### config.mk
export PLATFORM = sky130hd
export DESIGN_NAME = mc_ctrl
export DESIGN_NICKNAME = d
export VERILOG_FILES = /design/src/rtl/mc_pkg.sv /design/src/rtl/mc_decode.sv /design/src/rtl/mc_ctrl.sv
export SDC_FILE = /design/constraint.sdc
export NUM_CORES = 1
export LEC_CHECK = 0
export BUFFER_PORTS_ARGS = -buffer_cell sky130_fd_sc_hd__buf_2
export CAP_MARGIN = 10
export CORE_MARGIN = 4
export CORE_UTILIZATION = 47
export CTS_BUF_LIST = sky130_fd_sc_hd__clkbuf_16
export CTS_CLUSTER_SIZE = 24
export DETAILED_ROUTE_END_ITERATION = 12
export GPL_TIMING_DRIVEN = 0
export PLACE_DENSITY = 0.89
export SETUP_SLACK_MARGIN = 0.2
export SYNTH_ARGS = -nofsm -noshare
export SYNTH_HDL_FRONTEND = slang
export SYNTH_SLANG_ARGS = --single-unit
### constraint.sdc
create_clock -name clk -period 2.6 [get_ports clk]
set_clock_uncertainty 0.1 [all_clocks]
set_input_delay 0 -clock clk [delete_from_list [all_inputs] [get_ports clk]]
set_output_delay 0 -clock clk [all_outputs]
set_load 0.1 [all_outputs]
### src/rtl/mc_pkg.sv
`default_nettype none
// ============================================================================
// Module      : mc_pkg
// Description : Shared encodings for the multi-cycle MIPS control unit.
// Revision    : 1.0 - initial release
// ============================================================================
package mc_pkg;

    typedef enum logic [2:0] {
        S_IF  = 3'd0,
        S_ID  = 3'd1,
        S_EXE = 3'd2,
        S_MEM = 3'd3,
        S_WB  = 3'd4
    } state_t;

    typedef enum logic [3:0] {
        CL_R_ALU   = 4'd0,
        CL_I_ALU   = 4'd1,
        CL_LW      = 4'd2,
        CL_SW      = 4'd3,
        CL_BEQ     = 4'd4,
        CL_BNE     = 4'd5,
        CL_JR      = 4'd6,
        CL_J       = 4'd7,
        CL_JAL     = 4'd8,
        CL_LUI     = 4'd9,
        CL_ILLEGAL = 4'd10
    } inst_cls_t;

    localparam logic [5:0] c_OP_RTYPE = 6'h00;
    localparam logic [5:0] c_OP_J     = 6'h02;
    localparam logic [5:0] c_OP_JAL   = 6'h03;
    localparam logic [5:0] c_OP_BEQ   = 6'h04;
    localparam logic [5:0] c_OP_BNE   = 6'h05;
    localparam logic [5:0] c_OP_ADDI  = 6'h08;
    localparam logic [5:0] c_OP_SLTI  = 6'h0A;
    localparam logic [5:0] c_OP_ANDI  = 6'h0C;
    localparam logic [5:0] c_OP_ORI   = 6'h0D;
    localparam logic [5:0] c_OP_XORI  = 6'h0E;
    localparam logic [5:0] c_OP_LUI   = 6'h0F;
    localparam logic [5:0] c_OP_LW    = 6'h23;
    localparam logic [5:0] c_OP_SW    = 6'h2B;

    localparam logic [5:0] c_FN_SLL   = 6'h00;
    localparam logic [5:0] c_FN_SRL   = 6'h02;
    localparam logic [5:0] c_FN_JR    = 6'h08;
    localparam logic [5:0] c_FN_ADD   = 6'h20;
    localparam logic [5:0] c_FN_SUB   = 6'h22;
    localparam logic [5:0] c_FN_AND   = 6'h24;
    localparam logic [5:0] c_FN_OR    = 6'h25;
    localparam logic [5:0] c_FN_XOR   = 6'h26;
    localparam logic [5:0] c_FN_NOR   = 6'h27;
    localparam logic [5:0] c_FN_SLT   = 6'h2A;

    localparam logic [3:0] c_ALU_AND  = 4'd0;
    localparam logic [3:0] c_ALU_OR   = 4'd1;
    localparam logic [3:0] c_ALU_XOR  = 4'd2;
    localparam logic [3:0] c_ALU_NOR  = 4'd3;
    localparam logic [3:0] c_ALU_ADD  = 4'd4;
    localparam logic [3:0] c_ALU_SUB  = 4'd5;
    localparam logic [3:0] c_ALU_SLT  = 4'd6;
    localparam logic [3:0] c_ALU_SLL  = 4'd7;
    localparam logic [3:0] c_ALU_SRL  = 4'd8;

    localparam logic [1:0] c_PCS_PC4  = 2'b00;
    localparam logic [1:0] c_PCS_REG  = 2'b01;
    localparam logic [1:0] c_PCS_BR   = 2'b10;
    localparam logic [1:0] c_PCS_JMP  = 2'b11;

    localparam logic [1:0] c_RD_RD    = 2'b00;
    localparam logic [1:0] c_RD_RT    = 2'b01;
    localparam logic [1:0] c_RD_RA    = 2'b10;

    localparam logic [1:0] c_WD_ALU   = 2'b00;
    localparam logic [1:0] c_WD_MEM   = 2'b01;
    localparam logic [1:0] c_WD_PC4   = 2'b10;
    localparam logic [1:0] c_WD_LUI   = 2'b11;

    function automatic logic uses_imm(input inst_cls_t cls);
        return (cls == CL_I_ALU) || (cls == CL_LW) || (cls == CL_SW);
    endfunction

endpackage
`default_nettype wire

### src/rtl/mc_decode.sv
`default_nettype none
// ============================================================================
// Module      : mc_decode
// Description : Combinational opcode/funct decoder: class, ALU op, extension.
// Revision    : 1.0 - initial release
// ============================================================================
module mc_decode
    import mc_pkg::*;
#(
    parameter int OP_W     = 6,
    parameter int ALU_OP_W = 4
) (
    input  logic [OP_W-1:0]     i_op,
    input  logic [OP_W-1:0]     i_funct,
    output inst_cls_t           o_cls,
    output logic [ALU_OP_W-1:0] o_alu_op,
    output logic                o_imm_s
);

    always_comb begin
        o_cls    = CL_ILLEGAL;
        o_alu_op = c_ALU_ADD;
        o_imm_s  = 1'b0;
        case (i_op)
            c_OP_RTYPE: begin
                case (i_funct)
                    c_FN_ADD: begin o_cls = CL_R_ALU; o_alu_op = c_ALU_ADD; end
                    c_FN_SUB: begin o_cls = CL_R_ALU; o_alu_op = c_ALU_SUB; end
                    c_FN_AND: begin o_cls = CL_R_ALU; o_alu_op = c_ALU_AND; end
                    c_FN_OR:  begin o_cls = CL_R_ALU; o_alu_op = c_ALU_OR;  end
                    c_FN_XOR: begin o_cls = CL_R_ALU; o_alu_op = c_ALU_XOR; end
                    c_FN_NOR: begin o_cls = CL_R_ALU; o_alu_op = c_ALU_NOR; end
                    c_FN_SLT: begin o_cls = CL_R_ALU; o_alu_op = c_ALU_SLT; end
                    c_FN_SLL: begin o_cls = CL_R_ALU; o_alu_op = c_ALU_SLL; end
                    c_FN_SRL: begin o_cls = CL_R_ALU; o_alu_op = c_ALU_SRL; end
                    c_FN_JR:  o_cls = CL_JR;
                    default:  o_cls = CL_ILLEGAL;
                endcase
            end
            c_OP_ADDI: begin o_cls = CL_I_ALU; o_alu_op = c_ALU_ADD; o_imm_s = 1'b1; end
            c_OP_SLTI: begin o_cls = CL_I_ALU; o_alu_op = c_ALU_SLT; o_imm_s = 1'b1; end
            c_OP_ANDI: begin o_cls = CL_I_ALU; o_alu_op = c_ALU_AND; end
            c_OP_ORI:  begin o_cls = CL_I_ALU; o_alu_op = c_ALU_OR;  end
            c_OP_XORI: begin o_cls = CL_I_ALU; o_alu_op = c_ALU_XOR; end
            c_OP_LW:   begin o_cls = CL_LW;    o_imm_s  = 1'b1; end
            c_OP_SW:   begin o_cls = CL_SW;    o_imm_s  = 1'b1; end
            c_OP_BEQ:  begin o_cls = CL_BEQ;   o_alu_op = c_ALU_SUB; end
            c_OP_BNE:  begin o_cls = CL_BNE;   o_alu_op = c_ALU_SUB; end
            c_OP_J:    o_cls = CL_J;
            c_OP_JAL:  o_cls = CL_JAL;
            c_OP_LUI:  o_cls = CL_LUI;
            default:   o_cls = CL_ILLEGAL;
        endcase
    end

endmodule
`default_nettype wire

### src/rtl/mc_ctrl.sv
`default_nettype none
// ============================================================================
// Module      : mc_ctrl
// Description : Multi-cycle IF/ID/EXE/MEM/WB control FSM with instruction reg.
//               Define MC_CTRL_PERF_EN to add cyc_cnt/inst_cnt counters.
// Revision    : 1.0 - initial release
// ============================================================================
module mc_ctrl
    import mc_pkg::*;
#(
    parameter int OP_W     = 6,
    parameter int ALU_OP_W = 4
) (
    input  logic                clk,
    input  logic                rst,
    input  logic [31:0]         Inst_code,
    input  logic                ZF,
    output logic [31:0]         IR,
    output logic                PC_Write,
    output logic [1:0]          PC_s,
    output logic                IR_Write,
    output logic                Reg_Write,
    output logic                Mem_Write,
    output logic [1:0]          rd_rt_s,
    output logic                imm_s,
    output logic                alu_b_s,
    output logic [1:0]          wr_data_s,
    output logic [ALU_OP_W-1:0] ALU_OP,
    output logic [2:0]          state,
    output logic                illegal
`ifdef MC_CTRL_PERF_EN
    ,
    output logic [31:0]         cyc_cnt,
    output logic [31:0]         inst_cnt
`endif
);

    state_t                r_state;
    logic [31:0]           r_ir;
    inst_cls_t             w_cls;
    logic [ALU_OP_W-1:0]   w_dec_alu_op;
    logic                  w_dec_imm_s;
    logic                  w_ir_write;
    logic                  w_pc_write;
    logic                  w_reg_write;
    logic                  w_mem_write;
    logic                  w_illegal;
    logic                  w_taken;

    mc_decode #(
        .OP_W     (OP_W),
        .ALU_OP_W (ALU_OP_W)
    ) u_decode (
        .i_op     (r_ir[31 -: OP_W]),
        .i_funct  (r_ir[OP_W-1:0]),
        .o_cls    (w_cls),
        .o_alu_op (w_dec_alu_op),
        .o_imm_s  (w_dec_imm_s)
    );

    always_ff @(posedge clk or negedge rst) begin
        if (!rst) begin
            r_state <= S_IF;
            r_ir    <= '0;
        end else begin
            case (r_state)
                S_IF: begin
                    r_ir    <= Inst_code;
                    r_state <= S_ID;
                end
                S_ID: begin
                    if ((w_cls == CL_J) || (w_cls == CL_ILLEGAL))
                        r_state <= S_IF;
                    else
                        r_state <= S_EXE;
                end
                S_EXE: begin
                    case (w_cls)
                        CL_LW, CL_SW:          r_state <= S_MEM;
                        CL_BEQ, CL_BNE, CL_JR: r_state <= S_IF;
                        default:               r_state <= S_WB;
                    endcase
                end
                S_MEM:   r_state <= (w_cls == CL_SW) ? S_IF : S_WB;
                default: r_state <= S_IF;
            endcase
        end
    end

    assign w_taken = (w_cls == CL_BEQ) ? ZF : !ZF;

    always_comb begin
        w_ir_write  = 1'b0;
        w_pc_write  = 1'b0;
        w_reg_write = 1'b0;
        w_mem_write = 1'b0;
        w_illegal   = 1'b0;
        PC_s        = c_PCS_PC4;
        rd_rt_s     = c_RD_RD;
        wr_data_s   = c_WD_ALU;
        imm_s       = 1'b0;
        alu_b_s     = 1'b0;
        ALU_OP      = c_ALU_ADD;
        case (r_state)
            S_IF: w_ir_write = 1'b1;
            S_ID: begin
                if (w_cls == CL_J) begin
                    w_pc_write = 1'b1;
                    PC_s       = c_PCS_JMP;
                end else if (w_cls == CL_ILLEGAL) begin
                    w_illegal  = 1'b1;
                    w_pc_write = 1'b1;
                end
            end
            default: begin
                // ALU controls persist past EXE so the lw/sw address stays stable
                ALU_OP  = w_dec_alu_op;
                imm_s   = w_dec_imm_s;
                alu_b_s = uses_imm(w_cls);
                if (r_state == S_EXE) begin
                    if ((w_cls == CL_BEQ) || (w_cls == CL_BNE)) begin
                        w_pc_write = 1'b1;
                        PC_s       = w_taken ? c_PCS_BR : c_PCS_PC4;
                    end else if (w_cls == CL_JR) begin
                        w_pc_write = 1'b1;
                        PC_s       = c_PCS_REG;
                    end
                end else if (r_state == S_MEM) begin
                    if (w_cls == CL_SW) begin
                        w_mem_write = 1'b1;
                        w_pc_write  = 1'b1;
                    end
                end else if (r_state == S_WB) begin
                    w_reg_write = 1'b1;
                    w_pc_write  = 1'b1;
                    case (w_cls)
                        CL_R_ALU: rd_rt_s = c_RD_RD;
                        CL_LW: begin
                            rd_rt_s   = c_RD_RT;
                            wr_data_s = c_WD_MEM;
                        end
                        CL_LUI: begin
                            rd_rt_s   = c_RD_RT;
                            wr_data_s = c_WD_LUI;
                        end
                        CL_JAL: begin
                            rd_rt_s   = c_RD_RA;
                            wr_data_s = c_WD_PC4;
                            PC_s      = c_PCS_JMP;
                        end
                        default:  rd_rt_s = c_RD_RT;
                    endcase
                end
            end
        endcase
    end

    // Enables are forced low while reset is held, even though reset state is IF
    assign IR_Write  = w_ir_write  & rst;
    assign PC_Write  = w_pc_write  & rst;
    assign Reg_Write = w_reg_write & rst;
    assign Mem_Write = w_mem_write & rst;
    assign illegal   = w_illegal   & rst;
    assign IR        = r_ir;
    assign state     = r_state;

`ifdef MC_CTRL_PERF_EN
    logic [31:0] r_cyc_cnt;
    logic [31:0] r_inst_cnt;

    always_ff @(posedge clk or negedge rst) begin
        if (!rst) begin
            r_cyc_cnt  <= '0;
            r_inst_cnt <= '0;
        end else begin
            r_cyc_cnt <= r_cyc_cnt + 32'd1;
            if (w_pc_write)
                r_inst_cnt <= r_inst_cnt + 32'd1;
        end
    end

    assign cyc_cnt  = r_cyc_cnt;
    assign inst_cnt = r_inst_cnt;
`endif

endmodule
`default_nettype wire

Word-level counts from Yosys, hierarchy flattened
Cells that the tools add are included.
{ "op_classes": {"eq_ne": 35, "n_mux": 50, "bitwise_logic": 5, "reduce_logical": 16} }
{ "op_table": {"columns": ["op", "count"], "rows": [
  ["$eq A6 B6 Y1 const B", 9],
  ["$eq A6 B4 Y1 const B", 7],
  ["$pmux W4 S9", 1],
  ["$mux W2", 16],
  ["$pmux W4 S8", 1],
  ["$pmux W4 S6", 1],
  ["$mux W1", 22],
  ["$eq A6 B2 Y1 const B", 3],
  ["$eq A4 B3 Y1 const B", 4],
  ["$eq A4 B4 Y1 const B", 3],
  ["$eq A6 B3 Y1 const B", 2],
  ["$logic_not A6 Y1", 2],
  ["$pmux W3 S4", 1],
  ["$reduce_or A9 Y1", 1],
  ["$eq A4 B2 Y1 const B", 2],
  ["$pmux W2 S2", 2],
  ["$pmux W4 S2", 1],
  ["$eq A3 B2 Y1 const B", 2],
  ["$pmux W2 S3", 1],
  ["$pmux W3 S2", 1],
  ["$reduce_or A2 Y1", 3],
  ["$and A1 B1 Y1", 5],
  ["$reduce_or A5 Y1", 1],
  ["$eq A4 B1 Y1 const B", 1],
  ["other kinds (11)", 14]
]} }
{ "word_totals": {"ff_bits": 35, "inputBits": 35} }

Logic depth before layout (Yosys ltp)
{ "depth": {"depth_word": 10, "ltp_mapped": 7} }

Cells and area by module
Synthesis repeated with hierarchy kept, for this count alone.
{ "hier_totals": {"hier_cells": 188, "hier_area_um2": 2044.5} }
{ "modules_own_cells": {"columns": ["module", "instances", "cells_per_inst", "area_per_inst_um2", "seq_area_each_um2"], "rows": [
  ["mc_ctrl", 1, 129, 1682.9, 875.8],
  ["mc_decode", 1, 59, 361.6, 0.0]
]} }

Worst setup path after synthesis
Ideal clock, no wire load.
{ "synth_path": {"path_kind": "flip-flop to output port", "start": "register r_ir[28] (netlist: IR[28])", "end": "output illegal", "arrival_ps": 4195, "required_ps": 2500, "setup_slack_ps": -1695, "path_stages_with_launch": 6, "cell_sequence": "dfrtp_1 > nand2b_1 > o22ai_1 > a32oi_1 > a21bo_2 > nor3b_1"} }
{ "synth_between": {"elab_chain_len": 8} }
{ "synth_lines": {"columns": ["element", "line", "source"], "rows": [
  ["start: declaration", "mc_ctrl.sv:39", "logic [31:0] r_ir;"],
  ["start signal: assignment", "mc_ctrl.sv:68", "r_ir <= Inst_code;"],
  ["$eq A6 B4 Y1", "mc_decode.sv:24", "case (i_op)"],
  ["$reduce_or A5 Y1 (no line)", null, null],
  ["$pmux W4 S9 *", "mc_decode.sv:24", null],
  ["$eq A4 B4 Y1", "mc_ctrl.sv:110", "end else if (w_cls == CL_ILLEGAL) begin"],
  ["$mux W1", "mc_ctrl.sv:110", null],
  ["$mux W1 *", "mc_ctrl.sv:107", "if (w_cls == CL_J) begin"],
  ["$mux W1 *", "mc_ctrl.sv:104", "case (r_state)"],
  ["$and A1 B1 Y1 *", "mc_ctrl.sv:163", "assign illegal = w_illegal & rst;"],
  ["end: declaration", "mc_ctrl.sv:30", "output logic illegal"]
]} }
Mark *: on every way between the ends. The rest lies on a longest branch, timed or not.

Final worst setup path
{ "layout_path": {"start": "register r_ir[1] (netlist: IR[1])", "end": "output PC_s[1]"} }
{ "layout_between": {"elab_chain_len": 10} }
{ "layout_lines": {"columns": ["element", "line", "source"], "rows": [
  ["$eq A6 B6 Y1 (tied with other cells)", "mc_decode.sv:26", "case (i_funct)"],
  ["$reduce_or A9 Y1 (no line)", null, null],
  ["$pmux W4 S2 *", "mc_decode.sv:26", null],
  ["$pmux W4 S9 *", "mc_decode.sv:24", null],
  ["$eq A4 B4 Y1 or $eq A4 B3 Y1 (tied branches)", "mc_ctrl.sv:136, mc_ctrl.sv:90, mc_ctrl.sv:121", null],
  ["$mux W2 or $mux W1 (tied branches)", "mc_ctrl.sv:136, mc_ctrl.sv:90", null],
  ["$mux W2, on equally long branches", "mc_ctrl.sv:133, mc_ctrl.sv:123", null],
  ["$mux W2, on equally long branches", "mc_ctrl.sv:128, mc_ctrl.sv:121", null],
  ["$mux W2", "mc_ctrl.sv:120", "if (r_state == S_EXE) begin"],
  ["$pmux W2 S2 *", "mc_ctrl.sv:104", null],
  ["end: declaration", "mc_ctrl.sv:20", "output logic [1:0] PC_s,"]
]} }
Marks and branches as above.

==> reports/qor.log <==
[outcome] run status finished, final reports clean
[synthesis] most numerous cell in the Yosys netlist sky130_fd_sc_hd__dfrtp_1
[synthesis] number of enable-type register cells in the synthesized netlist 0
[critical_path] reg-to-reg endpoint state[1]$_DFF_PN0_
[detailed_routing] average via count per standard cell 5.39
[worst_hold_path] path class of the lowest-slack min-delay path in2async
[critical_path] Max Fanout on Critical Path 5
[floorplan] width of the die 72.7 microns
[global_route] GRT Resource Usage Total 24.6%
[floorplan] CORE AREA 4030 sq um
[cells_and_area] share of layout cells above drive strength 1 56.7%
[synthesis] synthesis-stage register bit count 35
[floorplan] # rows 23
[detailed_routing] initial detailed-routing violation count 117
[synthesis] synthesized area per cell 10.2 sq um
[critical_path] kind of cell adding the most delay to the critical path simple AND/OR/NAND/NOR gates
[cells_and_area] final net count 365
[detailed_routing] routed via count 2050
[clocking] Clk pin slew, worst setup/hold paths 50 ps
[synthesis] nets in the synthesized netlist 228
[global_route] number of antenna violations at the first check in global routing 0
[detailed_routing] DRT Wirelength 6.18 mm
[placement] DP Wirelength 3.71 mm
[clocking] clock sink total 35
[detailed_routing] DR WL/cell 16.3 microns
[critical_path] required arrival time at the worst endpoint 2500 ps
[placement] buffers added on ports 86
[clocking] clock latency of the later-clocked register in the worst-skew pair 270 ps
[synthesis] most instantiated cells after synthesis 35 x sky130_fd_sc_hd__dfrtp_1, 28 x sky130_fd_sc_hd__mux2_2, 19 x sky130_fd_sc_hd__nor2_1, 18 x sky130_fd_sc_hd__nand2_1, 10 x sky130_fd_sc_hd__o21ai_0
[timing] share of the cycle needed by the critical path after routing 96.8%
[cells_and_area] Non-Filler Cell Area, Final 3360 sq um
[cells_and_area] area added between synthesis and finish 71.1%
[critical_path] Setup crit end kind primary output
[critical_path] number of buffers and inverters on the critical path 1
[synthesis] number of different library cells in the post-synthesis netlist 49
[synthesis] cell type with the highest aggregate area in the netlist sky130_fd_sc_hd__dfrtp_1
[critical_path] ordered cell list for the critical path nor4_4 > and2_4 > o21ai_2 > a211o_4 > or2_4 > o31ai_4 > buf_12
[detailed_routing] DRT antenna net count 0
[global_route] global route overflow 0
[timing] # setup viols final 0
[cells_and_area] number of filler cells placed in the layout 230
[timing] max-slew violations 0
[global_route] largest net degree at the start of global routing 41
[synthesis] fraction of registers with async set/reset 100%
[critical_path] type of the setup path with the least slack reg2out
[global_route] first-pass GRT wire length 9.97 mm
[floorplan] initial standard-cell utilization of the core 48.8%
[critical_path] sort of element at the start of the critical path flop
[global_route] vias in the first global route 2120
[placement] final weighted congestion in routability-driven placement 0.875
[critical_path] Slowest cell on crit path sky130_fd_sc_hd__dfrtp_4
[timing] unrepaired setup endpoints after global routing true
[synthesis] synth top area cells sky130_fd_sc_hd__dfrtp_1 45%, sky130_fd_sc_hd__mux2_2 16%, sky130_fd_sc_hd__nor2_1 3.6%
[synthesis] synthesized area 1970 sq um
[floorplan] total die area 5280 sq um
[floorplan] count of pins on the block boundary 87
[critical_path] Worst Reg-to-Reg Cells 6
[synthesis] area share of the largest cell type after synthesis 44.6%
[detailed_routing] first-pass iteration count of the detailed router 4
[timing] final hold violation count 0
[cells_and_area] Antenna diodes 0
[run] max_cap viols 0
[critical_path] worst stage delay on the critical path 480 ps
[clocking] cell at the root of the clock tree sky130_fd_sc_hd__clkbuf_16
[synthesis] Main synth FF type sky130_fd_sc_hd__dfrtp_1
[detailed_routing] drt drc 0
[floorplan] height of the chip 72.7 microns
[placement] post-place instance area 2630 sq um
[timing] minimum period implied by the final worst setup slack 2520 ps
[critical_path] reg-to-reg slack, setup 580 ps
[timing] Sum Neg Setup Slack 0 ps
[timing] measured slew at the worst slew-check pin 827 ps
[clocking] cts bufs inserted 5
[critical_path] launch point of the worst reg-to-reg path IR[28]$_DFFE_PN0N_
[clocking] CTS tree built
[timing] worst relative slew slack 44.9%
[timing] peak clock frequency supported by timing 397 MHz
[synthesis] count of synthesis-stage warnings from yosys 0
[clocking] # H-tree levels 2
[clocking] CTS max path bufs 2
[synthesis] synthesized instance count 193
[critical_path] endpoint arrival time on the critical path 2420 ps
[synthesis] sequential fraction of the synthesis area 44.6%
sequential cells by signal, indices dropped and copies added, names as in the netlist:
name and cells:
IR 32, state 3
stage by stage:
step / hold slack [ps] / setup WS, ps / instances / util, %
floorplan: -396 / -182 / 193 / -
global placement: 49.6 / 114 / 329 / 65.2
detailed placement: 52.3 / 93.0 / 329 / 65.2
CTS: 304 / 70.6 / 377 / 81.7
global route: 345 / -0.749 / 380 / 83.5
finish: 272 / 82.1 / 380 / 83.5
logic make-up (layout without fill, tap and decap cells):
kind of cell	Yosys count	count (layout)	synth area share (%)
AO/OA/AOI/OAI	41	41	14.8
multiplexers	28	28	16.0
buffers and inverters	12	149	3.56
XOR/XNOR	3	3	1.34
flip-flops	35	35	44.6
AND/OR/NAND/NOR	74	74	19.7
worst max-delay path by stage:
stage	startpoint	to	cells after the start
floorplan	IR[1]$_DFFE_PN0N_	PC_s[1]	6
global placement	IR[1]$_DFFE_PN0N_	PC_s[1]	7
detailed placement	IR[1]$_DFFE_PN0N_	PC_s[1]	7
CTS	IR[1]$_DFFE_PN0N_	PC_s[1]	7
global route	IR[1]$_DFFE_PN0N_	PC_s[1]	7
finish	IR[1]$_DFFE_PN0N_	PC_s[1]	7
cells in the final DEF, fill, tap and decap left out, drive strengths merged, types with 2 or more instances in the layout:
cell type | synthesis | layout
or2 | 3 | 3
xor2 | 2 | 2
and2 | 4 | 4
nor2b | 4 | 4
a21bo | 2 | 2
a21oi | 8 | 8
nand3 | 3 | 3
and3 | 6 | 6
o31ai | 2 | 2
dlygate4sd3 | 0 | 33
inv | 4 | 4
nand2 | 18 | 18
a211o | 2 | 2
clkbuf | 1 | 9
o21ai | 13 | 13
buf | 7 | 101
nand2b | 5 | 5
a32oi | 2 | 2
clkinv | 0 | 2
mux2 | 28 | 28
nor3 | 6 | 6
dfrtp | 35 | 35
nor2 | 19 | 19
layer usage:
layer	up-vias	global-route usage [%]	part of all wire, %
met2	87	42.5	54
met1	983	30.0	37
li1	972	-	-
met5	-	0	0
met3	8	5.51	6.8
met4	0	8.61	1.7
cell type report:
| cell class | instances | area [sq um] | share of cell area [%] |
|---|---|---|---|
| multi-input combinational | 146 | 1230 | 36.6 |
| timing repair buffer | 130 | 955 | 28.4 |
| sequential | 35 | 903 | 26.9 |
| clock buffer | 5 | 125 | 3.72 |
| buffer | 8 | 63.8 | 1.90 |
| tap | 50 | 62.6 | 1.86 |
| inverter | 4 | 15.0 | 0.446 |
| clock inverter | 2 | 8.76 | 0.260 |
repair_timing:
| action | 4_1_cts | 5_1_grt |
|---|---|---|
| hold buffers | 33 | 0 |
| pin swaps | 7 | 4 |
| hold endpoints to repair | 67 | 0 |
| endpoints found under the setup margin | 10 | 13 |
| resized for setup | 35 | 15 |
| setup buffers | 8 | 3 |
Power is not shown: default switching activity piles up to over one toggle a cycle in this logic, so the estimate is an artifact.
